<file path="config.mk">
export PLATFORM = sky130hd
export DESIGN_NAME = itransform_wht
export DESIGN_NICKNAME = d
export VERILOG_FILES = /design/src/rtl/itransform_wht.sv
export SDC_FILE = /design/constraint.sdc
export NUM_CORES = 2
export LEC_CHECK = 0
export CORE_MARGIN = 3
export CORE_UTILIZATION = 30
export CTS_CLUSTER_DIAMETER = 80
export DETAILED_ROUTE_END_ITERATION = 10
export MAX_ROUTING_LAYER = met4
export PLACE_DENSITY = 0.5
export RECOVER_POWER = 100
export SLEW_MARGIN = 20
export SYNTH_ARGS = -nofsm -noshare
export SYNTH_HDL_FRONTEND = slang
export SYNTH_SLANG_ARGS = --single-unit
</file>
<file path="constraint.sdc">
create_clock -name clk -period 7.2 [get_ports clk]
set_clock_uncertainty 0.05 [all_clocks]
set_input_delay 0.72 -clock clk [delete_from_list [all_inputs] [get_ports clk]]
set_output_delay 0.72 -clock clk [all_outputs]
set_load 0.03 [all_outputs]
</file>
<file path="src/rtl/itransform_wht.sv">
// itransform_wht -- iterative inverse 4x4 Walsh-Hadamard transform (luma DC).
// A vertical pass runs one column per clock, then a horizontal pass runs one
// row per clock with +3 rounding, arithmetic >>3 and saturation to COEF_WIDTH.
//   clk, rst_n : clock (rising edge), asynchronous active-low reset
//   start      : request pulse, sampled only while idle
//   in         : 16 signed coefs, coef k at [COEF_WIDTH*k +: COEF_WIDTH], k = 4*row+col
//   out        : 16 signed results, same packing; valid from the done cycle
//   busy       : high while a transform is in progress
//   done       : one-cycle pulse when the last row has been written
module itransform_wht #(
  parameter int BLOCK_SIZE = 4,   // only 4 is supported
  parameter int COEF_WIDTH = 16
) (
  input  logic                                          clk,
  input  logic                                          rst_n,
  input  logic                                          start,
  input  logic [BLOCK_SIZE*BLOCK_SIZE*COEF_WIDTH-1:0]   in,
  output logic [BLOCK_SIZE*BLOCK_SIZE*COEF_WIDTH-1:0]   out,
  output logic                                          busy,
  output logic                                          done
);
  localparam int NC = BLOCK_SIZE * BLOCK_SIZE;
  localparam int CW = COEF_WIDTH;
  localparam int TW = CW + 2;   // column pass: sum of 4 inputs
  localparam int RW = CW + 4;   // row pass: sum of 16 inputs plus bias

  localparam logic signed [RW-1:0] BIAS   = RW'(3);
  localparam logic signed [RW-1:0] SAT_HI = RW'((2 ** (CW - 1)) - 1);
  localparam logic signed [RW-1:0] SAT_LO = RW'(-(2 ** (CW - 1)));

  typedef enum logic [1:0] {S_IDLE, S_COL, S_ROW} state_e;

  state_e                 state_q, state_d;
  logic [1:0]             cnt_q, cnt_d;
  logic [NC-1:0][CW-1:0]  x_q, x_d;
  logic [NC-1:0][TW-1:0]  tmp_q, tmp_d;
  logic [NC-1:0][CW-1:0]  out_q, out_d;
  logic                   done_q, done_d;

  function automatic logic signed [TW-1:0] sx_t(input logic [CW-1:0] v);
    return {{(TW-CW){v[CW-1]}}, v};
  endfunction

  function automatic logic signed [RW-1:0] sx_r(input logic [TW-1:0] v);
    return {{(RW-TW){v[TW-1]}}, v};
  endfunction

  function automatic logic [CW-1:0] sat(input logic signed [RW-1:0] v);
    if (v > SAT_HI)      return SAT_HI[CW-1:0];
    else if (v < SAT_LO) return SAT_LO[CW-1:0];
    else                 return v[CW-1:0];
  endfunction

  // ---- state register ----
  always_ff @(posedge clk or negedge rst_n) begin
    if (!rst_n) begin
      state_q <= S_IDLE;
      cnt_q   <= '0;
      x_q     <= '0;
      tmp_q   <= '0;
      out_q   <= '0;
      done_q  <= 1'b0;
    end else begin
      state_q <= state_d;
      cnt_q   <= cnt_d;
      x_q     <= x_d;
      tmp_q   <= tmp_d;
      out_q   <= out_d;
      done_q  <= done_d;
    end
  end

  // ---- next state ----
  always_comb begin
    state_d = state_q;
    cnt_d   = cnt_q;
    case (state_q)
      S_IDLE: if (start) begin
        state_d = S_COL;
        cnt_d   = '0;
      end
      S_COL: begin
        cnt_d = cnt_q + 2'd1;          // wraps to 0 entering ROW
        if (cnt_q == 2'd3) state_d = S_ROW;
      end
      S_ROW: begin
        cnt_d = cnt_q + 2'd1;
        if (cnt_q == 2'd3) state_d = S_IDLE;
      end
      default: begin
        state_d = S_IDLE;
        cnt_d   = '0;
      end
    endcase
  end

  // ---- datapath / outputs ----
  // Column i reads x[i], x[4+i], x[8+i], x[12+i]; row i reads tmp[4i..4i+3].
  logic [3:0]             ci0, ci1, ci2, ci3, ri0, ri1, ri2, ri3;
  logic signed [TW-1:0]   ca0, ca1, ca2, ca3;
  logic signed [RW-1:0]   t0, t1, t2, t3, dc, ra0, ra1, ra2, ra3;
  logic signed [RW-1:0]   s0, s1, s2, s3;

  always_comb begin
    ci0 = {2'd0, cnt_q};
    ci1 = {2'd1, cnt_q};
    ci2 = {2'd2, cnt_q};
    ci3 = {2'd3, cnt_q};
    ri0 = {cnt_q, 2'd0};
    ri1 = {cnt_q, 2'd1};
    ri2 = {cnt_q, 2'd2};
    ri3 = {cnt_q, 2'd3};

    ca0 = sx_t(x_q[ci0]) + sx_t(x_q[ci3]);
    ca1 = sx_t(x_q[ci1]) + sx_t(x_q[ci2]);
    ca2 = sx_t(x_q[ci1]) - sx_t(x_q[ci2]);
    ca3 = sx_t(x_q[ci0]) - sx_t(x_q[ci3]);

    t0  = sx_r(tmp_q[ri0]);
    t1  = sx_r(tmp_q[ri1]);
    t2  = sx_r(tmp_q[ri2]);
    t3  = sx_r(tmp_q[ri3]);
    dc  = t0 + BIAS;   // rounding bias folded into the DC term once per row
    ra0 = dc + t3;
    ra1 = t1 + t2;
    ra2 = t1 - t2;
    ra3 = dc - t3;
    s0  = (ra0 + ra1) >>> 3;
    s1  = (ra3 + ra2) >>> 3;
    s2  = (ra0 - ra1) >>> 3;
    s3  = (ra3 - ra2) >>> 3;

    x_d    = x_q;
    tmp_d  = tmp_q;
    out_d  = out_q;
    done_d = 1'b0;
    case (state_q)
      S_IDLE: if (start) x_d = in;
      S_COL: begin
        tmp_d[ci0] = ca0 + ca1;
        tmp_d[ci1] = ca3 + ca2;
        tmp_d[ci2] = ca0 - ca1;
        tmp_d[ci3] = ca3 - ca2;
      end
      S_ROW: begin
        out_d[ri0] = sat(s0);
        out_d[ri1] = sat(s1);
        out_d[ri2] = sat(s2);
        out_d[ri3] = sat(s3);
        done_d     = (cnt_q == 2'd3);
      end
      default: ;
    endcase
  end

  assign out  = out_q;
  assign busy = (state_q != S_IDLE);
  assign done = done_q;
endmodule

</file>
==> summary.md <==
| Metric | Value |
|---|---|
| Dpl hpwl | 109 mm |
| GRT overflow | 0 |
| DR DRC count | 0 |
| Setup TNS | 0 ns |
| Nets@finish | 5477 |
| Syn Inst Count | around 4.5k |
| Vias/cell | around 5 |
| Slew @ Worst Pin | between 5 and 6 ns |
| Initial core utilization | 30.4% |
| Synth Area in XOR/XNOR | 4.79% |
| First-pass GRT wire length | approximately 220 mm |
| PortBufs | 516 |
| Die Area | 160000 sq um |
| Mux contribution to synthesized area | between 10% and 20% |
| CTS tree | done |
| Clock sink total | 801 |
| DR WL/cell | around 20 um |
| GRT Resource Usage Total | 18.0% |
| Initial antenna violation count | 20 |
| Failing checks | capacitance limit, slew limit |
| Std cell rows | 143 |
| Mapped cell area | 46600 sq um |
| Die W | 400 um |
| Clk_lat worst skew | 0.70 ns |
| Final WS setup | 0.433 ns |
| Antenna Nets Post-Route | 0 |
| Leading area contributor after synthesis | dfrtp_1 |
| GP Congestion | just over 0.9 |
| Post-Synth Simple-Gate Area | 10.9% |
| Vias in the first global route | 34.6k |
| Detailed route wirelength on metal3 | 8.05 mm |
| Final WL | 143 mm |
| Syn_nets | 5040 |
| H-tree depth | 3 |
| Max Used Layer | met4 |
| Final Hold Viols | 0 |
| Max Cap Violations | 7 |
| Wire length on met2 | ~67 mm |
| Compound-Gate Fraction of Synth Area | 11.9% |
| Post-synthesis adder-cell area fraction | 8.48% |
| Length of routed wiring on met1 | 64.8 mm |
| Crit share post-route | 94.0% |
| Post-synthesis register bit count | about 800 |
| Period minus WS final | between 6 and 7 ns |
| Number of buffers created by CTS | 92 |
| Fraction of layout cells with a size suffix above 1 | 16.1% |
| Sequential share of the synthesized area | 43.0% |
| Clk root buf | clkbuf_16 |
| Synth Warn # | 0 |
| Placement Setup Slack | approximately 0.064 ns |
| Fin util | between 30% and 40% |
| Setup violators final | 0 |
| Max Freq | 148 MHz |
| Top post-synthesis cells by area | dfrtp_1, mux2_2, ha_1, mux4_2, nand2_1 |
| Worst Path Required | 7.66 ns |
| Top Ports | 517 |
| Asr flop ratio synth | between 90% and 100% |
| Yosys cell types | 97 |
| Critical path type | reg2reg |
| Most common cell after layout, fill and taps aside | dfrtp_1 |
| Critical Path End Type | flip-flop |
| Post-synth EDFFs | 0 |
| Status | finished, violations left |
| HP Class | reg2reg |
| CTS max path bufs | 3 |
| Slew Viols, Final | 607 |
| Setup crit start kind | flip-flop |
| Setup bufs post-CTS | 0 |
| Max-slew headroom | -261% |
| DRT Pass-1 Iters | 5 |
| Number of DRC markers in iteration 0 | 1746 |
| Avg Cell Area, Syn | 10.4 sq um |
| WP data arrival | a little over 7 ns |
| Post-synth top area share | 43.0% |
| Worst-path clk slew | 0.06 ns |
| Vias | between 30k and 40k |
| Worst-path fanout max | 10 |
| Die Ht | 400 um |
| Post-synth top flop | dfrtp_1 |
| Main combinational cell family by area after synthesis | multiplexers |
| Placed Cells | 6854 |
| Synth-to-layout area growth | 22.6% |
| Hold-fix buffers, CTS | 0 |
| Final non-filler cell total | around 7.0k |
| Pin count of the biggest net entering global routing | 174 |
| Core region area | between 150000 and 200000 sq um |
| Most frequent cells in the layout | dfrtp_1, nand2_1, mux2_2 |
==> layer usage <==
layer	track usage (%)	vias up
met2	28.9	851
met5	-	-
met3	3.76	150
li1	-	16568
met1	23.5	17006
met4	3.85	0
==> sequential cells by signal, summed over array words and instances, names as in the netlist <==
name     flops
tmp_q      284
state_q      2
out        256
done         1
cnt_q        2
x_q        256
==> layout make-up <==
cell class	count	area, sq um
repair buffers	581	5700
well taps	2030	2540
flip-flops and latches	801	20100
fillers	15424	96000
multi-input cells	3177	24700
inverters	265	997
clock inverters	35	507
clock buffers	126	2590
diodes	25	62.6
==> final timing paths <==
kind                                 start  slack [ns]  cells after the start         end
max in group asynchronous            rst_n        1.18                      3    x_q[184]
min in group asynchronous            rst_n        1.99                      1    out[112]
worst min-delay path            tmp_q[253]        0.42                      2  tmp_q[253]
worst max register to register    cnt_q[0]        0.43                     26    out[157]
worst max-delay path              cnt_q[0]        0.43                     26    out[157]
worst min register to register  tmp_q[253]        0.42                      2  tmp_q[253]
==> worst max-delay path: stages (launching register included) <==
cell,delay (ns)
dfrtp_4,0.50
mux4_2,0.57
inv_1,0.12
ha_1,0.27
xnor2_1,0.14
ha_2,0.42
nor2b_1,0.07
o21ai_0,0.21
a21oi_1,0.10
o21bai_1,0.25
a2111oi_0,0.16
buf_4,0.17
o31ai_1,0.34
a21oi_1,0.16
o31ai_1,0.28
a21boi_1,0.29
ha_1,0.38
inv_1,0.22
o21bai_1,0.10
a221o_1,0.33
nor2_1,0.13
o21a_2,0.28
nor2_1,0.10
nor4b_1,0.27
o32ai_1,0.16
a221oi_2,0.38
o21ai_0,0.14
==> per-stage QoR <==
step / hold WS [ns] / cell area (sq um)
2_1_floorplan: 0.374 / 46600
6_report: 0.421 / 57100
3_5_place_dp: 0.410 / 54000
3_3_place_gp: 0.403 / 54000
4_1_cts: 0.0304 / 57100
5_1_grt: 0.441 / 57100
==> cells in the mapped netlist, drive strengths merged (17+ instances only) <==
| cell | number |
|---|---|
| dfrtp | 801 |
| nand2 | 648 |
| mux2 | 426 |
| o21ai | 348 |
| ha | 288 |
| inv | 263 |
| a21oi | 209 |
| xnor2 | 197 |
| nor2 | 195 |
| clkbuf | 194 |
| mux4 | 131 |
| nor3 | 88 |
| o21bai | 54 |
| nand3 | 49 |
| xor2 | 46 |
| buf | 44 |
| nand2b | 37 |
| a21o | 30 |
| o31ai | 29 |
| or3 | 29 |
| a211oi | 27 |
| nor2b | 26 |
| and3 | 25 |
| a31oi | 23 |
| o21a | 21 |
| and2 | 18 |
| nor4 | 17 |
==> cell families (layout without fill, tap and decap cells) <==
group,count (synthesis),count (layout)
fa+ha+maj,310,310
flops,801,801
mux,564,564
xor+xnor,246,246
other cells,0,25
buf+inv,503,1007
compound gates,889,889
simple gates,1168,1168
==> repair_timing <==
item | CTS | global route
resized for setup | 0 | 19
endpoints found under the hold margin | 0 | 0
endpoints found under the setup margin | 0 | 142
Power is not shown: default switching activity piles up to over one toggle a cycle in this logic, so the estimate is an artifact.
